<file path="config.mk">
export PLATFORM = sky130hd
export DESIGN_NAME = serial_magnitude_comparator
export DESIGN_NICKNAME = d
export VERILOG_FILES = /design/src/rtl/comparator_pkg.sv /design/src/rtl/chunk_compare.sv /design/src/rtl/serial_magnitude_comparator.sv
export SDC_FILE = /design/constraint.sdc
export NUM_CORES = 1
export LEC_CHECK = 0
export ABC_AREA = 1
export CAP_MARGIN = 10
export CORE_MARGIN = 2
export CORE_UTILIZATION = 46
export CTS_BUF_LIST = sky130_fd_sc_hd__clkbuf_16
export CTS_CLUSTER_DIAMETER = 100
export CTS_CLUSTER_SIZE = 16
export DETAILED_ROUTE_END_ITERATION = 6
export PLACE_DENSITY = 0.78
export SYNTH_ARGS = -nofsm -noshare
export SYNTH_HDL_FRONTEND = slang
export SYNTH_SLANG_ARGS = --single-unit
</file>
<file path="constraint.sdc">
create_clock -name clk -period 1.7 [get_ports clk]
set_input_delay 0.34 -clock clk [delete_from_list [all_inputs] [get_ports clk]]
set_output_delay 0.34 -clock clk [all_outputs]
set_load 0.005 [all_outputs]
</file>
<file path="src/rtl/comparator_pkg.sv">
// Shared types for serial_magnitude_comparator: FSM states and the internal compare result.
package comparator_pkg;

  typedef enum logic [1:0] {
    IDLE = 2'd0,
    RUN  = 2'd1,
    DONE = 2'd2
  } state_t;

  typedef enum logic [1:0] {
    CMP_LT = 2'd0,
    CMP_GT = 2'd1,
    CMP_EQ = 2'd2
  } cmp_t;

endpackage

</file>
<file path="src/rtl/chunk_compare.sv">
// Combinational CHUNK-bit magnitude compare; msb_invert flips the top bit of both
// operands so a two's-complement chunk orders correctly under an unsigned compare.
module chunk_compare #(
  parameter int CHUNK = 4
) (
  input  logic [CHUNK-1:0] a,
  input  logic [CHUNK-1:0] b,
  input  logic             msb_invert,
  output logic             lt,
  output logic             gt,
  output logic             eq
);

  logic [CHUNK-1:0] mask;
  logic [CHUNK-1:0] ax;
  logic [CHUNK-1:0] bx;

  always_comb begin
    mask            = '0;
    mask[CHUNK-1]   = msb_invert;
    ax              = a ^ mask;
    bx              = b ^ mask;
    lt              = (ax < bx);
    gt              = (ax > bx);
    eq              = (ax == bx);
  end

endmodule

</file>
<file path="src/rtl/serial_magnitude_comparator.sv">
// Multi-cycle WIDTH-bit magnitude comparator scanning CHUNK bits per cycle, MSB chunk first.
// Define SIGNED_CMP_EN to add the signed_mode port for two's-complement compares.
module serial_magnitude_comparator
  import comparator_pkg::*;
#(
  parameter int WIDTH      = 16,
  parameter int CHUNK      = 4,
  parameter int EARLY_EXIT = 1
) (
  input  logic             clk,
  input  logic             rst,
  input  logic             start,
  input  logic [WIDTH-1:0] a,
  input  logic [WIDTH-1:0] b,
`ifdef SIGNED_CMP_EN
  input  logic             signed_mode,
`endif
  output logic             busy,
  output logic             done,
  output logic             l,
  output logic             g,
  output logic             e
);

  localparam int NCHUNK = WIDTH / CHUNK;
  localparam int IDXW   = (NCHUNK > 1) ? $clog2(NCHUNK) : 1;

  state_t             state_q, state_d;
  logic [WIDTH-1:0]   a_q, a_d;
  logic [WIDTH-1:0]   b_q, b_d;
  logic [IDXW-1:0]    idx_q, idx_d;
  cmp_t               res_q, res_d;
  logic               res_valid_q, res_valid_d;
  logic               diff_q, diff_d;
  cmp_t               diff_res_q, diff_res_d;
  logic               busy_q, busy_d;
  logic               done_q, done_d;
  logic               sm_q, sm_d;

  logic [CHUNK-1:0]   slice_a;
  logic [CHUNK-1:0]   slice_b;
  logic               msb_inv;
  logic               c_lt, c_gt, c_eq;

  assign slice_a = a_q[idx_q*CHUNK +: CHUNK];
  assign slice_b = b_q[idx_q*CHUNK +: CHUNK];
  // Only the top chunk carries the sign bit.
  assign msb_inv = sm_q && (idx_q == IDXW'(NCHUNK - 1));

  chunk_compare #(.CHUNK(CHUNK)) u_chunk (
    .a          (slice_a),
    .b          (slice_b),
    .msb_invert (msb_inv),
    .lt         (c_lt),
    .gt         (c_gt),
    .eq         (c_eq)
  );

  always_comb begin
    state_d     = state_q;
    a_d         = a_q;
    b_d         = b_q;
    idx_d       = idx_q;
    res_d       = res_q;
    res_valid_d = res_valid_q;
    diff_d      = diff_q;
    diff_res_d  = diff_res_q;
    sm_d        = sm_q;
    case (state_q)
      IDLE, DONE: begin
        if (start) begin
          a_d     = a;
          b_d     = b;
`ifdef SIGNED_CMP_EN
          sm_d    = signed_mode;
`else
          sm_d    = 1'b0;
`endif
          idx_d   = IDXW'(NCHUNK - 1);
          diff_d  = 1'b0;
          state_d = RUN;
        end else begin
          state_d = IDLE;
        end
      end
      RUN: begin
        if (!c_eq && (EARLY_EXIT != 0)) begin
          res_d       = c_lt ? CMP_LT : CMP_GT;
          res_valid_d = 1'b1;
          state_d     = DONE;
        end else begin
          // Without early exit, the most significant difference wins.
          if (!c_eq && !diff_q) begin
            diff_d     = 1'b1;
            diff_res_d = c_gt ? CMP_GT : CMP_LT;
          end
          if (idx_q == '0) begin
            res_d       = diff_d ? diff_res_d : CMP_EQ;
            res_valid_d = 1'b1;
            state_d     = DONE;
          end else begin
            idx_d = idx_q - 1'b1;
          end
        end
      end
      default: state_d = IDLE;
    endcase
    busy_d = (state_d == RUN);
    done_d = (state_d == DONE);
  end

  always_ff @(posedge clk) begin
    if (rst) begin
      state_q     <= IDLE;
      a_q         <= '0;
      b_q         <= '0;
      idx_q       <= '0;
      res_q       <= CMP_EQ;
      res_valid_q <= 1'b0;
      diff_q      <= 1'b0;
      diff_res_q  <= CMP_EQ;
      sm_q        <= 1'b0;
      busy_q      <= 1'b0;
      done_q      <= 1'b0;
    end else begin
      state_q     <= state_d;
      a_q         <= a_d;
      b_q         <= b_d;
      idx_q       <= idx_d;
      res_q       <= res_d;
      res_valid_q <= res_valid_d;
      diff_q      <= diff_d;
      diff_res_q  <= diff_res_d;
      sm_q        <= sm_d;
      busy_q      <= busy_d;
      done_q      <= done_d;
    end
  end

  assign busy = busy_q;
  assign done = done_q;
  assign l    = res_valid_q && (res_q == CMP_LT);
  assign g    = res_valid_q && (res_q == CMP_GT);
  assign e    = res_valid_q && (res_q == CMP_EQ);

endmodule

</file>
Word level (Yosys, flattened, before mapping)
Cells that the tools add are included.
{ "op_classes": {"reduce_logical": 16, "addsub": 1, "order_cmp": 2, "n_shift": 2, "muxes": 22, "n_eq_ne": 11} }
{ "ops": {"columns": ["cell", "count"], "rows": [
  ["16-bit by 5-bit indexed part select with 4-bit output", 2],
  ["2-bit two-way mux", 9],
  ["1-bit two-way mux", 10],
  ["2-bit one-hot mux with 2 select lines", 2],
  ["2-bit by 1-bit == test with 1-bit output, second input constant", 3],
  ["2-bit == test, second input constant", 3],
  ["2-bit logical NOT", 3],
  ["2-bit != test, second input constant", 3],
  ["2-bit AND reduction", 3],
  ["4-bit == test", 1],
  ["4-bit > comparator", 1],
  ["1-bit logical AND", 4],
  ["4-bit less-than comparator", 1],
  ["4-bit AND reduction", 1],
  ["3-bit AND reduction", 1],
  ["1-bit logical NOT", 2],
  ["2-bit by 1-bit != test with 1-bit output, second input constant", 1],
  ["1-bit one-hot mux with 2 select lines", 1],
  ["2-bit nonzero test", 1],
  ["2-bit OR reduction", 1],
  ["2-bit by 1-bit subtractor with 2-bit output, second input constant", 1]
]} }
{ "word_totals": {"out_inout_bits": 5, "regBits": 44, "wordCells": 64} }

Longest topological paths before layout
Gate-level depths: netlist of run 1.
{ "logic_depth": {"word_depth": 10, "ltp_mapped": 15, "depth_no_buf": 13} }

Modules after synthesis
From an unflattened synthesis of run 1, not the netlist that was laid out.
{ "unflattened": {"hier_cells": 266, "hier_area_um2": 1970.6} }
{ "modules_own_cells": {"columns": ["module", "cells_each", "n_inst", "area_each_um2"], "rows": [
  ["serial_magnitude_comparator", 245, 1, 1841.8],
  ["chunk_compare", 21, 1, 128.9]
]} }

Least setup slack after synthesis of run 1
OpenSTA, ideal clock, no wires.
{ "synth_path": {"path_type": "register to register", "from": "register idx_q[0]", "to": "register idx_q[0]", "slack_ns": -0.041, "path_stages_with_launch": 12, "setup_time_ns": 0.115, "arrival_ns": 1.626, "synth_period_minus_slack_ns": 1.741, "required_ns": 1.585, "path_cell_list": "dfxtp_1 > buf_6 > inv_8 > clkbuf_8 > o21ai_0 > o22ai_1 > ha_1 > nand2_2 > nor2_4 > nand3_4 > a21oi_1 > nor2_1"} }
{ "synth_via": {"elab_chain_len": 4, "elab_cells_between_ends": 11, "cone_classes": "1 x add/sub; 3 x eq/ne; 2 x shift; 3 x mux; 2 x reduce/logical"} }
{ "synth_lines": {"columns": ["element", "line_no", "text"], "rows": [
  ["from (decl)", "serial_magnitude_comparator.sv:31", "logic [IDXW-1:0] idx_q, idx_d;"],
  ["from (signal assigned)", "serial_magnitude_comparator.sv:129", "idx_q <= idx_d;"],
  ["16-bit by 5-bit indexed part select with 4-bit output, or another cell as far along", "serial_magnitude_comparator.sv:45", "assign slice_a = a_q[idx_q*CHUNK +: CHUNK];"],
  ["4-bit == test or 2-bit two-way mux (tied branches)", "chunk_compare.sv:25, serial_magnitude_comparator.sv:97", null],
  ["2-bit != test (no source line) or 2-bit two-way mux (tied branches)", null, null],
  ["4-bit AND reduction (no source line) or 2-bit one-hot mux with 2 select lines (tied branches)", null, null]
]} }
Several ways; a longest one is shown, not always the timed one. The select of a mux whose other input is x is not followed.
A chain may end at the register's enable or synchronous reset.

Worst setup path in the final report of run 1
Same ends and word-level chain as after synthesis.

==> results of run 1 <==
==> worst paths after layout <==
path / from / to / cells past startpoint
hold reg to reg: diff_res_q[0]$_SDFFE_PP0P_ / diff_res_q[0]$_SDFFE_PP0P_ / 2
setup reg to reg: idx_q[0]$_SDFFE_PP0P_ / idx_q[0]$_SDFFE_PP0P_ / 9
setup / recovery: idx_q[0]$_SDFFE_PP0P_ / idx_q[0]$_SDFFE_PP0P_ / 9
hold / removal: diff_res_q[0]$_SDFFE_PP0P_ / diff_res_q[0]$_SDFFE_PP0P_ / 2
==> flip-flops by register name, summed over array words and instances (netlist names) <==
register     flops
done             1
state_q          2
res_q            2
busy             1
diff_q           1
res_valid_q      1
a_q             16
diff_res_q       2
idx_q            2
b_q             16
==> worst max-delay path, cell delays in order, from the launching register on <==
cell and delay, ns:
dfxtp_2 0.35, buf_12 0.16, nand2_1 0.06, a32o_2 0.29, ha_4 0.28, nand2_4 0.05, nor2_4 0.15, nand3_4 0.14
a21oi_2 0.14, nor2_1 0.05
==> repair_timing <==
item	CTS	global route
pin swaps	4	1
hold buffers	0	0
cloned	1	0
endpoints found under the setup margin	10	10
resized for setup	13	8
setup buffers	3	0
==> kinds of logic (layout without fill, tap and decap cells) <==
kind of cell,count (synthesis),after routing,synth area share
AND/OR/NAND/NOR,124,124,0.263
flip-flops,44,44,0.442
buffers and inverters,30,78,0.0972
adder cells (fa/ha/maj),5,5,0.0314
AO/OA/AOI/OAI,59,59,0.166
==> through the flow <==
stage / power (mW) / hold WS [ns] / instances
after floorplan: 1.53 / 0.403 / 262
after global routing: 2.76 / 0.449 / 360
final: 2.63 / 0.428 / 360
after CTS: 2.63 / 0.431 / 360
after global placement: 1.68 / 0.413 / 348
after detailed placement: 1.69 / 0.419 / 348
==> cell usage in the layout, fill, tap and decap left out, drive strengths merged <==
| master | synthesis | routed |
|---|---|---|
| a21oi | 9 | 9 |
| o2111ai | 1 | 1 |
| clkbuf | 1 | 5 |
| buf | 13 | 14 |
| inv | 16 | 19 |
| dlygate4sd2 | 0 | 1 |
| dlymetal6s2s | 0 | 1 |
| o21ai | 41 | 41 |
| o22ai | 4 | 4 |
| ha | 5 | 5 |
| nand2 | 34 | 34 |
| nand3 | 5 | 5 |
| clkinv | 0 | 1 |
| nor3 | 2 | 2 |
| clkdlybuf4s50 | 0 | 37 |
| dfxtp | 44 | 44 |
| a32o | 4 | 4 |
| nor2 | 81 | 81 |
| nor3b | 1 | 1 |
| or2 | 1 | 1 |
==> layout make-up <==
cell class | instances | share of cell area
repair buffers | 53 | 0.195
well taps | 50 | 0.0233
clock buffers | 5 | 0.0465
repair inverters | 1 | 0.00419
multi-input cells | 188 | 0.372
clock inverters | 3 | 0.00419
flip-flops and latches | 44 | 0.328
inverters | 16 | 0.0270
==> layer usage <==
layer / wire length, um / up-vias / track usage / part of all wire
li1: - / 944 / - / -
met1: 1920 / 812 / 0.242 / 0.44
met2: 2120 / 43 / 0.330 / 0.49
met3: 234 / 7 / 0.0436 / 0.054
met4: 73 / 0 / 0.0641 / 0.017
met5: 0 / - / 0 / 0
==> power by group <==
part	internal [mW]	switching (mW)	leakage (nW)
Clock	0.528	0.357	0.0738
Combinational	0.287	0.298	0.704
Sequential	1.11	0.0490	0.365
==> metrics.yaml, run 1 <==
drt_wl_total_um: 4340
cp-start-kind: "flip-flop"
setup_slack_ns: -0.0689
fin_crit_sh: 1.04
num_vias: 1806
hpwl_um: 3100
grt_pass1_vias: 1745
dr.pass1.iters: 4
yosysSeqAreaShare: 0.442
viasPerCell: 5.02
slew_headroom: 0.825
antenna_found_initial: 0
synth_area_leaders: "dfxtp_1, nor2_1, nand2_1"
place_congestion: 0.843
place_area_um2: 2440
fillers: 335
diodes: 0
grt_max_degree: 23
crit_fanout: 12
core-area_um2: 4090
netlist_instances: 262
portBuffers: 39
synth.avg_cell_area_um2: 7.61
synth_top_cell_area_share: 0.442
final_core_util: 0.658
place_ws_ns: -0.0966
worstSetupPathType: "reg -> reg"
yosys.cell_types.count: 27
max_clock_freq_ghz: 0.565
synthArstFlopShare: 0
crit_arrival_ns: 1.95
ff_latch_area_um2: 882
synth_common_cells: "nor2_1, dfxtp_1, nand2_1"
ys_ff_latch: 44
drc: 0
path_clk_slew_ns: 0.06
r2r_setup_slack_ns: -0.07
insertion_delay_ns: 0.28
rsz0062_at_grt: "yes"
cts_tree: "built"
multiInputGateArea_um2: 1000
ir_worst_vdd_uv: 546
critPathRequiredTime_ns: 1.88
drt_iter0_markers: 85
dieArea_um2: 4880
numCtsBuffers: 5
yosysWarnings: 0
yosysTopAreaCell: "dfxtp_1"
netlist_area_um2: 1990
area_delta_synth_final_pct: 34.9
drv_slew: 0
nets: 349
tightest_slew_ns: 0.262
io_pins: 40
setup_viol: 5
finalClockSkew_ns: 0.00545
period_minus_slack_ns: 1.77
worst_setup_path_end_kind: "flip-flop"
grt_pass1_wl_um: 7710
hold_violations: 0
drive_gt1_frac: 0.161
ant_nets: 0
ys.flop_type: "dfxtp_1"
synth-edff-count: 0
grt-ovfl-total: 0
routedWlPerCell_um: 12.1
fin_area_um2: 2690
synthesis.nets: 302
track_usage: 0.194
p_per_area_nw_per_um2: 978
violations: "setup timing"
die_h_um: 69.8
hp-class: "reg -> reg"
cap_violations: 0
cts-root-buf: "clkbuf_16"
leakage_nw: 1.14
yosysMostFrequentCell: "nor2_1"
clock_sinks: 44
die_w_um: 69.8
clock_tree.htree_level_count: 2
setup-tns-final_ns: -0.209
start_util: 0.488
row_count: 23
outcome: "finished with violations"
clockBufferDepth: 2
Power figures use the tool's default switching activity.
==> run 2, diff against run 1 <==
--- a/config.mk
+++ b/config.mk
@@ -7,7 +7,7 @@
 export LEC_CHECK = 0
 export ABC_AREA = 1
 export CAP_MARGIN = 10
-export CORE_MARGIN = 2
+export CORE_MARGIN = 3
 export CORE_UTILIZATION = 46
 export CTS_BUF_LIST = sky130_fd_sc_hd__clkbuf_16
 export CTS_CLUSTER_DIAMETER = 100
==> metrics.yaml, run 2 (synthesis results as in run 1) <==
outcome: "finished with violations"
violations: "setup timing"
dp.cells: 348
clockBufferDepth: 2
insertion_delay_ns: 0.28
track_usage: 0.176
reg2reg_depth: 10
area_delta_synth_final_pct: 38.6
clock_tree.htree_level_count: 2
cap_violations: 0
path_clk_slew_ns: 0.05
path_cells: "buf_12 > inv_6 > nand2_1 > a32o_2 > ha_4 > nand2_4 > nor2_4 > nand3_4 > a21oi_2 > nor2_1"
worst_setup_path_end_kind: "flip-flop"
drc: 0
start_util: 0.488
routedWlPerCell_um: 13.3
num_vias: 1868
place_ws_ns: -0.112
grt-ovfl-total: 0
place_area_um2: 2440
p_per_area_nw_per_um2: 959
fin_area_um2: 2770
setup_viol: 9
place_congestion: 0.840
rr_startpoint: "idx_q[0]$_SDFFE_PP0P_"
drt_wl_total_um: 4770
clock_sinks: 44
slew_headroom: 0.838
numCtsBuffers: 5
grt_pass1_vias: 1609
hold_violations: 0
ant_nets: 0
leakage_nw: 1.15
period_minus_slack_ns: 1.83
antenna_found_initial: 0
hp-class: "reg -> reg"
die_h_um: 71.8
hpwl_um: 3050
row_count: 23
grt_max_degree: 23
critPathRequiredTime_ns: 1.87
fillers: 335
rsz0062_at_grt: "yes"
fin_crit_sh: 1.08
diodes: 0
tightest_slew_ns: 0.243
dieArea_um2: 5160
die_w_um: 71.8
hold_buffers: 0
nets: 350
cpPeakStageDelay_ns: 0.36
critPathLaunch: "idx_q[0]$_SDFFE_PP0P_"
min_from: "diff_res_q[0]$_SDFFE_PP0P_"
max_clock_freq_ghz: 0.546
dr.pass1.iters: 4
grt_pass1_wl_um: 7100
fin_cells: 358
ir_worst_vdd_uv: 602
worstSetupPathType: "reg -> reg"
ff_latch_area_um2: 886
drive_gt1_frac: 0.208
cp-start-kind: "flip-flop"
portBuffers: 39
layout_common_cells: "nor2_1, dfxtp_1, clkdlybuf4s50_1"
hold_depth: 2
multiInputGateArea_um2: 1060
crit_fanout: 6
io_pins: 40
critPathSlowestCell: "dfxtp_4"
drt_iter0_markers: 108
cts_tree: "built"
crit_arrival_ns: 2.00
setup_slack_ns: -0.133
finalClockSkew_ns: 0.00244
viasPerCell: 5.22
final_common_cell: "nor2_1"
cts-root-buf: "clkbuf_16"
top_regs: "a_q: 16 flops, b_q: 16 flops"
core-area_um2: 4090
drv_slew: 0
[run 2: what timing repair did]
| action | 4_1_cts | 5_1_grt |
|---|---|---|
| pin swaps | 5 | 11 |
| buffers inserted | 0 | 2 |
| resized for setup | 6 | 30 |
| setup endpoints to repair | 10 | 11 |
| cloned | 1 | 2 |
[run 2: power by group]
part / leakage [nW] / total (mW) / internal, mW / switching (mW)
sequential: 0.365 / 1.16 / 1.11 / 0.0538
combinational: 0.726 / 0.634 / 0.309 / 0.324
clock: 0.0616 / 0.853 / 0.518 / 0.335
total: 1.15 / 2.65 / 1.94 / 0.713
[run 2: final timing paths]
kind,to,slack [ns]
min,diff_res_q[0]$_SDFFE_PP0P_,0.45
min reg2reg,diff_res_q[0]$_SDFFE_PP0P_,0.45
max,idx_q[0]$_SDFFE_PP0P_,-0.13
max reg2reg,idx_q[0]$_SDFFE_PP0P_,-0.13
[run 2: layer usage]
layer / part of all wire / vias to the layer above / track usage
li1: - / 952 / -
met1: 0.43 / 855 / 0.226
met2: 0.49 / 52 / 0.286
met3: 0.057 / 9 / 0.0519
met4: 0.018 / 0 / 0.0501
met5: 0 / - / 0
[run 2: area by class of cell]
class                   count  area share
multi-input cells         188       0.383
flip-flops and latches     44       0.320
repair buffers             53       0.195
clock buffers               5      0.0452
inverters                  16      0.0271
well taps                  50      0.0226
repair inverters            2     0.00633
[run 2: metrics by stage]
step | TNS (ns) | hold WS (ns) | total power, mW | utilization
2_1_floorplan | 0 | 0.403 | 1.53 | -
3_3_place_gp | -0.199 | 0.414 | 1.68 | 0.598
3_5_place_dp | -0.480 | 0.430 | 1.70 | 0.598
4_1_cts | -0.279 | 0.440 | 2.56 | 0.633
5_1_grt | -1.29 | 0.470 | 2.77 | 0.677
6_report | -0.661 | 0.454 | 2.65 | 0.677
[run 2: critical path: cells and delay by family, from the launching register on]
family          cells  cell delay (ns)
simple gates        5             0.46
flops               1             0.36
fa+ha+maj           1             0.27
compound gates      2             0.43
buf+inv             2             0.21
==> run 3, diff against run 2 <==
--- a/config.mk
+++ b/config.mk
@@ -13,7 +13,7 @@
 export CTS_CLUSTER_DIAMETER = 100
 export CTS_CLUSTER_SIZE = 16
 export DETAILED_ROUTE_END_ITERATION = 6
-export PLACE_DENSITY = 0.78
+export PLACE_DENSITY = 0.74
 export SYNTH_ARGS = -nofsm -noshare
 export SYNTH_HDL_FRONTEND = slang
 export SYNTH_SLANG_ARGS = --single-unit
==> metrics.yaml, run 3 (synthesis results as in run 1) <==
outcome: "finished with violations"
violations: "setup timing"
worstSetupPathType: "reg -> reg"
die_w_um: 71.8
hold_violations: 0
insertion_delay_ns: 0.28
diodes: 0
final_common_cell: "nor2_1"
cts_tree: "built"
hpwl_um: 3040
clockBufferDepth: 2
grt_max_degree: 22
place_congestion: 0.813
portBuffers: 39
period_minus_slack_ns: 1.80
ant_nets: 0
track_usage: 0.173
hold-worst-slack_ns: 0.458
viasPerCell: 4.93
fin_crit_sh: 1.06
critPathTopFamily: "simple AND/OR/NAND/NOR gates"
num_vias: 1760
hold_buffers: 0
clock_tree.htree_level_count: 2
row_count: 23
dieArea_um2: 5160
start_util: 0.488
max_clock_freq_ghz: 0.554
path_cells: "buf_4 > nand2_1 > a32o_1 > ha_1 > nand2_2 > nor2_4 > nand3_4 > buf_4 > a21oi_2"
worst_setup_path_end_kind: "flip-flop"
drive_gt1_frac: 0.140
die_h_um: 71.8
layout_common_cells: "nor2_1, dfxtp_1, clkdlybuf4s50_1"
crit_fanout: 8
antenna_found_initial: 0
drt_wl_total_um: 4180
critical_path.most_common_cell: "buf_4"
slew_headroom: 0.830
grt-ovfl-total: 0
setup_viol: 6
hp-class: "reg -> reg"
finalClockSkew_ns: 0.00355
area_delta_synth_final_pct: 31.9
routedWlPerCell_um: 11.7
p_per_area_nw_per_um2: 1040
critPathRequiredTime_ns: 1.92
tightest_slew_ns: 0.255
rsz0062_at_grt: "yes"
cap_violations: 0
leakage_nw: 1.10
setup_slack_ns: -0.104
nets: 346
grt_pass1_wl_um: 7170
cts-root-buf: "clkbuf_16"
dr.pass1.iters: 4
core-area_um2: 4090
top_regs: "a_q: 16 flops, b_q: 16 flops"
io_pins: 40
critPathBufInv: 2
fillers: 361
path_clk_slew_ns: 0.06
cp-start-kind: "flip-flop"
drt_iter0_markers: 97
numCtsBuffers: 5
cpPeakStageDelay_ns: 0.35
drv_slew: 0
critPathSlowestCell: "dfxtp_2"
clock_sinks: 44
crit_arrival_ns: 2.02
drc: 0
grt_pass1_vias: 1698
ir_worst_vdd_uv: 601
setup-tns-final_ns: -0.375
==> run 3: cell count changes in the layout (fill, tap and decap cells not counted), sizes merged <==
| cell | previous run | this run |
|---|---|---|
| clkdlybuf4s50 | 37 | 38 |
| clkinv | 0 | 1 |
| buf | 13 | 11 |
| clkbuf | 6 | 5 |
| bufinv | 0 | 1 |
| inv | 18 | 17 |
| dlymetal6s2s | 1 | 0 |
| clkinvlp | 0 | 1 |
==> run 3: layer usage <==
layer	track usage	vias to the layer above	share of wire
met3	0.0351	7	0.046
met2	0.285	37	0.47
met5	0	-	0
li1	-	941	-
met4	0.0626	0	0.017
met1	0.224	775	0.47
==> run 3: through the flow <==
stage               power, mW  utilization  cells  cell area [um2]  worst slack, ns
floorplan                1.53            -    262             2010          0.00120
global placement         1.68        0.596    347             2440          -0.0571
detailed placement       1.69        0.596    347             2440           -0.103
CTS                      2.76        0.641    356             2620          -0.0811
global route             2.89        0.644    357             2630           -0.234
finish                   2.74        0.644    357             2630           -0.104
==> run 3: worst min-delay path, stage by stage (launching register included) <==
cell and delay, ns:
dfxtp_1 0.32, inv_1 0.05, nor2_1 0.04
==> run 3: worst paths after layout <==
kind	from	endpoint	slack (ns)	cells after the start
max reg2reg	idx_q[0]$_SDFFE_PP0P_	state_q[0]$_SDFF_PP0_	-0.10	9
min	diff_res_q[0]$_SDFFE_PP0P_	diff_res_q[0]$_SDFFE_PP0P_	0.46	2
max	idx_q[0]$_SDFFE_PP0P_	state_q[0]$_SDFF_PP0_	-0.10	9
min reg2reg	diff_res_q[0]$_SDFFE_PP0P_	diff_res_q[0]$_SDFFE_PP0P_	0.46	2
==> run 3: power by group <==
| group | switching, mW | internal (mW) |
|---|---|---|
| clock network | 0.381 | 0.689 |
| logic | 0.268 | 0.247 |
| registers | 0.0480 | 1.11 |
| total | 0.697 | 2.05 |
==> run 3: cell type report <==
type	count	area (um2)	share of cell area
clock inverters	3	42.5	0.0162
repair buffers	50	497	0.189
well taps	50	62.6	0.0238
multi-input cells	188	940	0.357
clock buffers	5	125	0.0476
flip-flops and latches	44	883	0.336
repair inverters	1	8.76	0.00333
inverters	16	72.6	0.0276
==> run 3: repair_timing <==
action	in CTS	in global routing
pin swaps	2	1
resized for setup	4	3
cloned	1	0
buffers inserted	0	1
setup endpoints to repair	10	10
==> edit 1: new RTL, config.mk and constraints of run 1 <==
The parameter `WIDTH` goes from 16 to 64.
--- a/src/rtl/serial_magnitude_comparator.sv
+++ b/src/rtl/serial_magnitude_comparator.sv
@@ -5,3 +5,3 @@
 #(
-  parameter int WIDTH      = 16,
+  parameter int WIDTH      = 64,
   parameter int CHUNK      = 4,
Interface: changed (resized a and b); port bits go from 40 to 136. No check against the original RTL was run, so the function may have changed too.
==> edit 1 against run 1 <==
- the run still ends with negative setup slack left
- total power increased to 3.7 times the old value
- synthesized cell count increased to 3.5 times the old value
- critical path depth increased by 5
- worst setup slack got worse by 0.50 ns
- clock power increased to 4.1 times the old value
- count of clock-buffer cells in the layout increased by 12
- sequential cell count increased by 98
- routed wire length increased to 4.3 times the old value
- critical endpoint is now busy
- largest power group unchanged
- area after synthesis increased to 3.2 times the old value
- non-clock buffer count increased by 173
- cell area increased to 3.5 times the old value
==> edit 1: results (changes against run 1) <==
status: "finished with violations"
violations: "negative setup slack"
slowest_delay_ns: 0.37  # +0.02 ns
num-multi-input-gates: 604  # +220%
yosysUniqueCellTypes: 21  # -22%
fin_ws_ns: -0.573  # -0.504 ns
nClkBuffers: 17  # +12
antenna_cells: 1  # +1
ys_top_cells_by_area: "dfxtp_1, o21ai_0, nor2_1, nand2_1, a21oi_1"
synth_commonest_cells: "o21ai_0, dfxtp_1, nor2_1"
num-fill-cells: 1053  # +210%
antenna_found_initial: 2  # +2
hold_start: "diff_res_q[1]"
slowest_stage: "dfxtp_4"
setup_viol: 11  # +6
met3_usage_pct: 5.03  # +0.67 points
power.leakage_nw: 3.94  # +250%
power_mw: 9.70  # +270%
synth_compound_area_share_pct: 20.7  # +4.1 points
drt-vias-per-instance: 5.12  # +2.0%
r2r-end: "busy"
clkSinkCount: 142  # +220%
htree_num_levels: 4  # +2
fin_worst_skew_ns: 0.00856  # +0.00311 ns
vdd_ir_drop_max_mv: 0.735  # +35%
p_seq_mw: 3.73  # +220%
reg.largest.list: "a_q: 64 flops, b_q: 64 flops, idx_q: 4 flops"
grt_usage_pct: 24.2  # +4.9 points
port_buffers: 135  # +250%
intPower_mw: 6.99  # +260%
multi_input_area_share_pct: 32.2  # -5.0 points
drtIter0Drc: 540  # +540%
finalNonFillerCells: 1280  # +260%
grt.met1_usage_pct: 31.2  # +7.0 points
grt_pass1_wl_microns: 28000  # +260%
dpl.hpwl_microns: 12400  # +300%
power_frac_comb_pct: 24.1  # +1.8 points
hold_path_end: "diff_res_q[1]"
worstMarginPinSlew_ns: 0.379  # +0.117 ns
synth_fa_ha_area_share_pct: 0.990  # -2.1 points
hold_depth: 1  # -1
synthCells: 912  # +250%
-- edit 1: layer usage --
layer	wire (microns)	vias up	share of wire [%]
li1	-	3325	-
met1	8180	2977	44
met2	8980	211	48
met3	1150	34	6.2
met4	295	2	1.6
met5	13	-	0.070
-- edit 1: stage by stage --
| step | cell area [sq um] | setup WS [ns] |
|---|---|---|
| floorplan | 6370 | -0.234 |
| global placement | 8350 | -0.457 |
| detailed placement | 8350 | -0.504 |
| CTS | 8960 | -0.431 |
| global route | 9330 | -0.675 |
| finish | 9330 | -0.573 |
-- edit 1: worst max path at each step --
| stage | to | depth (start not counted) |
|---|---|---|
| after CTS | res_q[0] | 15 |
| final | busy | 14 |
| after floorplan | idx_q[1] | 15 |
| after detailed placement | idx_q[3] | 13 |
| after global placement | idx_q[0] | 13 |
| after global routing | idx_q[0] | 16 |
-- edit 1: what timing repair did --
action,CTS,global route
resized for setup,10,59
setup buffers,0,3
gates cloned,0,7
endpoints found under the setup margin,14,12
pin swaps,5,17
==> edit 2: new RTL, config.mk and constraints of run 1 <==
Made on the original files. Re-encode `state_t` (3 states) as one-hot, 3 bits wide.
--- a/src/rtl/comparator_pkg.sv
+++ b/src/rtl/comparator_pkg.sv
@@ -3,6 +3,6 @@
 
-  typedef enum logic [1:0] {
-    IDLE = 2'd0,
-    RUN  = 2'd1,
-    DONE = 2'd2
+  typedef enum logic [2:0] {
+    IDLE = 3'b001,
+    RUN  = 3'b010,
+    DONE = 3'b100
   } state_t;
Behaviour: no difference found for any inputs over 10 cycles, from zero or initial values and one cycle with rst high; not proved beyond that.
==> edit 2 against run 1 <==
- the flow still finishes with violations (negative setup slack)
- cell area up 2.2%
- first-iteration DRC count up 49%
- sequential cell count up 1
- cell count up 3.3%
- worst setup slack worse by 0.052 ns
- fmax down 2.9%
- total power up 4.9%
- routed wire length up 4.8%
- area after synthesis down 2.3%
- critical path type unchanged
- largest cell class is now flip-flops and latches
- highest routed layer unchanged
==> edit 2: results (changes against run 1) <==
routed-wl-met3_microns: 157  # -33%
setup_viol: 8  # +3
grt_pass1_wl_microns: 7860  # +1.9%
grt_usage_pct: 20.3  # +0.89 points
crit_arrival_ns: 2.01  # +0.06 ns
ff2ff_path_depth: 11  # +2
reg.largest.list: "a_q: 16 flops, b_q: 16 flops, state_q: 3 flops"
tns_ns: -0.437  # -0.229 ns
finalNonFillerCells: 372  # +3.3%
synthCells: 268  # +2.3%
met1_length_microns: 2050  # +6.7%
fin_worst_skew_ns: 0.00825  # +0.00280 ns
drt-total-wl_microns: 4550  # +4.8%
yosysUniqueCellTypes: 16  # -41%
hold_start: "diff_res_q[0]"
fin_ws_ns: -0.121  # -0.0524 ns
place_congestion: 0.877  # +4.1%
port_buffers: 39  # unchanged
synth_fa_ha_area_share_pct: 3.21  # +0.072 points
power.leakage_nw: 1.16  # +1.3%
drive_gt1_share_pct: 16.8  # +0.64 points
vias: 1854  # +2.7%
synth_seq_area_share_pct: 46.2  # +2.0 points
max_slew_margin_pct: 68.1  # -14 points
grt_start_max_net_pins: 40  # +74%
violations: "negative setup slack"
slowest_stage: "dfxtp_4"
drtIter0Drc: 127  # +49%
dr_wl_met2_microns: 2210  # +4.4%
synth_commonest_cells: "a21oi_1, inv_1, o21ai_0"
cp_max_fo: 5  # -7
nets: 361  # +3.4%
htree_num_levels: 2  # unchanged
dpl_worst_slack_ns: -0.164  # -0.0674 ns
syn-num-nets: 308  # +2.0%
intPower_mw: 1.99  # +3.3%
synth_compound_area_share_pct: 25.9  # +9.3 points
status: "finished with violations"
dpl.hpwl_microns: 3090  # -0.42%
grt_pass1_vias: 1780  # +2.0%
ys_top_cells_by_area: "dfxtp_1, a21oi_1, o21ai_0, inv_1, nand2_1"
vdd_ir_drop_max_mv: 0.492  # -10%
-- edit 2: power groups by stage --
stage | clock network [mW] | logic [mW] | registers [mW]
after floorplan | 0 | 0.329 | 1.19
after global placement | 0 | 0.515 | 1.20
after detailed placement | 0 | 0.531 | 1.20
after CTS | 0.933 | 0.601 | 1.19
after global routing | 0.975 | 0.723 | 1.20
final | 0.920 | 0.648 | 1.19
-- edit 2: final cells by class --
class,count,area (sq um)
Inverter,49,189
Clock buffer,5,125
Clock inverter,3,15.0
Timing Repair Buffer,61,578
Tap cell,50,62.6
Sequential cell,45,906
Multi-Input combinational cell,159,873
Fill cell,335,1280
-- edit 2: cell families after synthesis --
family / Yosys count
compound gates: 101
buf+inv: 64
simple gates: 53
flops: 45
fa+ha+maj: 5
-- edit 2: routing by layer --
metal | vias to the layer above | global-route usage (%)
met3 | 11 | 4.53
met2 | 39 | 33.1
met1 | 837 | 24.6
met5 | - | 0
li1 | 967 | -
met4 | 0 | 11.3
-- edit 2: worst paths after layout --
kind	endpoint	slack (ns)
worst min register to register	diff_res_q[0]	0.42
worst max-delay path	idx_q[0]	-0.12
worst max register to register	idx_q[0]	-0.12
worst min-delay path	diff_res_q[0]	0.42
-- edit 2: what timing repair did --
item	in CTS	in global routing
gates resized for setup	23	20
endpoints found under the setup margin	11	9
gates cloned	2	0
setup buffers	3	1
pin swaps	9	8
-- edit 2: metrics by stage --
step | area, sq um | power, mW
3_5_place_dp | 2470 | 1.73
2_1_floorplan | 1960 | 1.52
6_report | 2750 | 2.76
5_1_grt | 2750 | 2.90
4_1_cts | 2680 | 2.72
3_3_place_gp | 2470 | 1.72
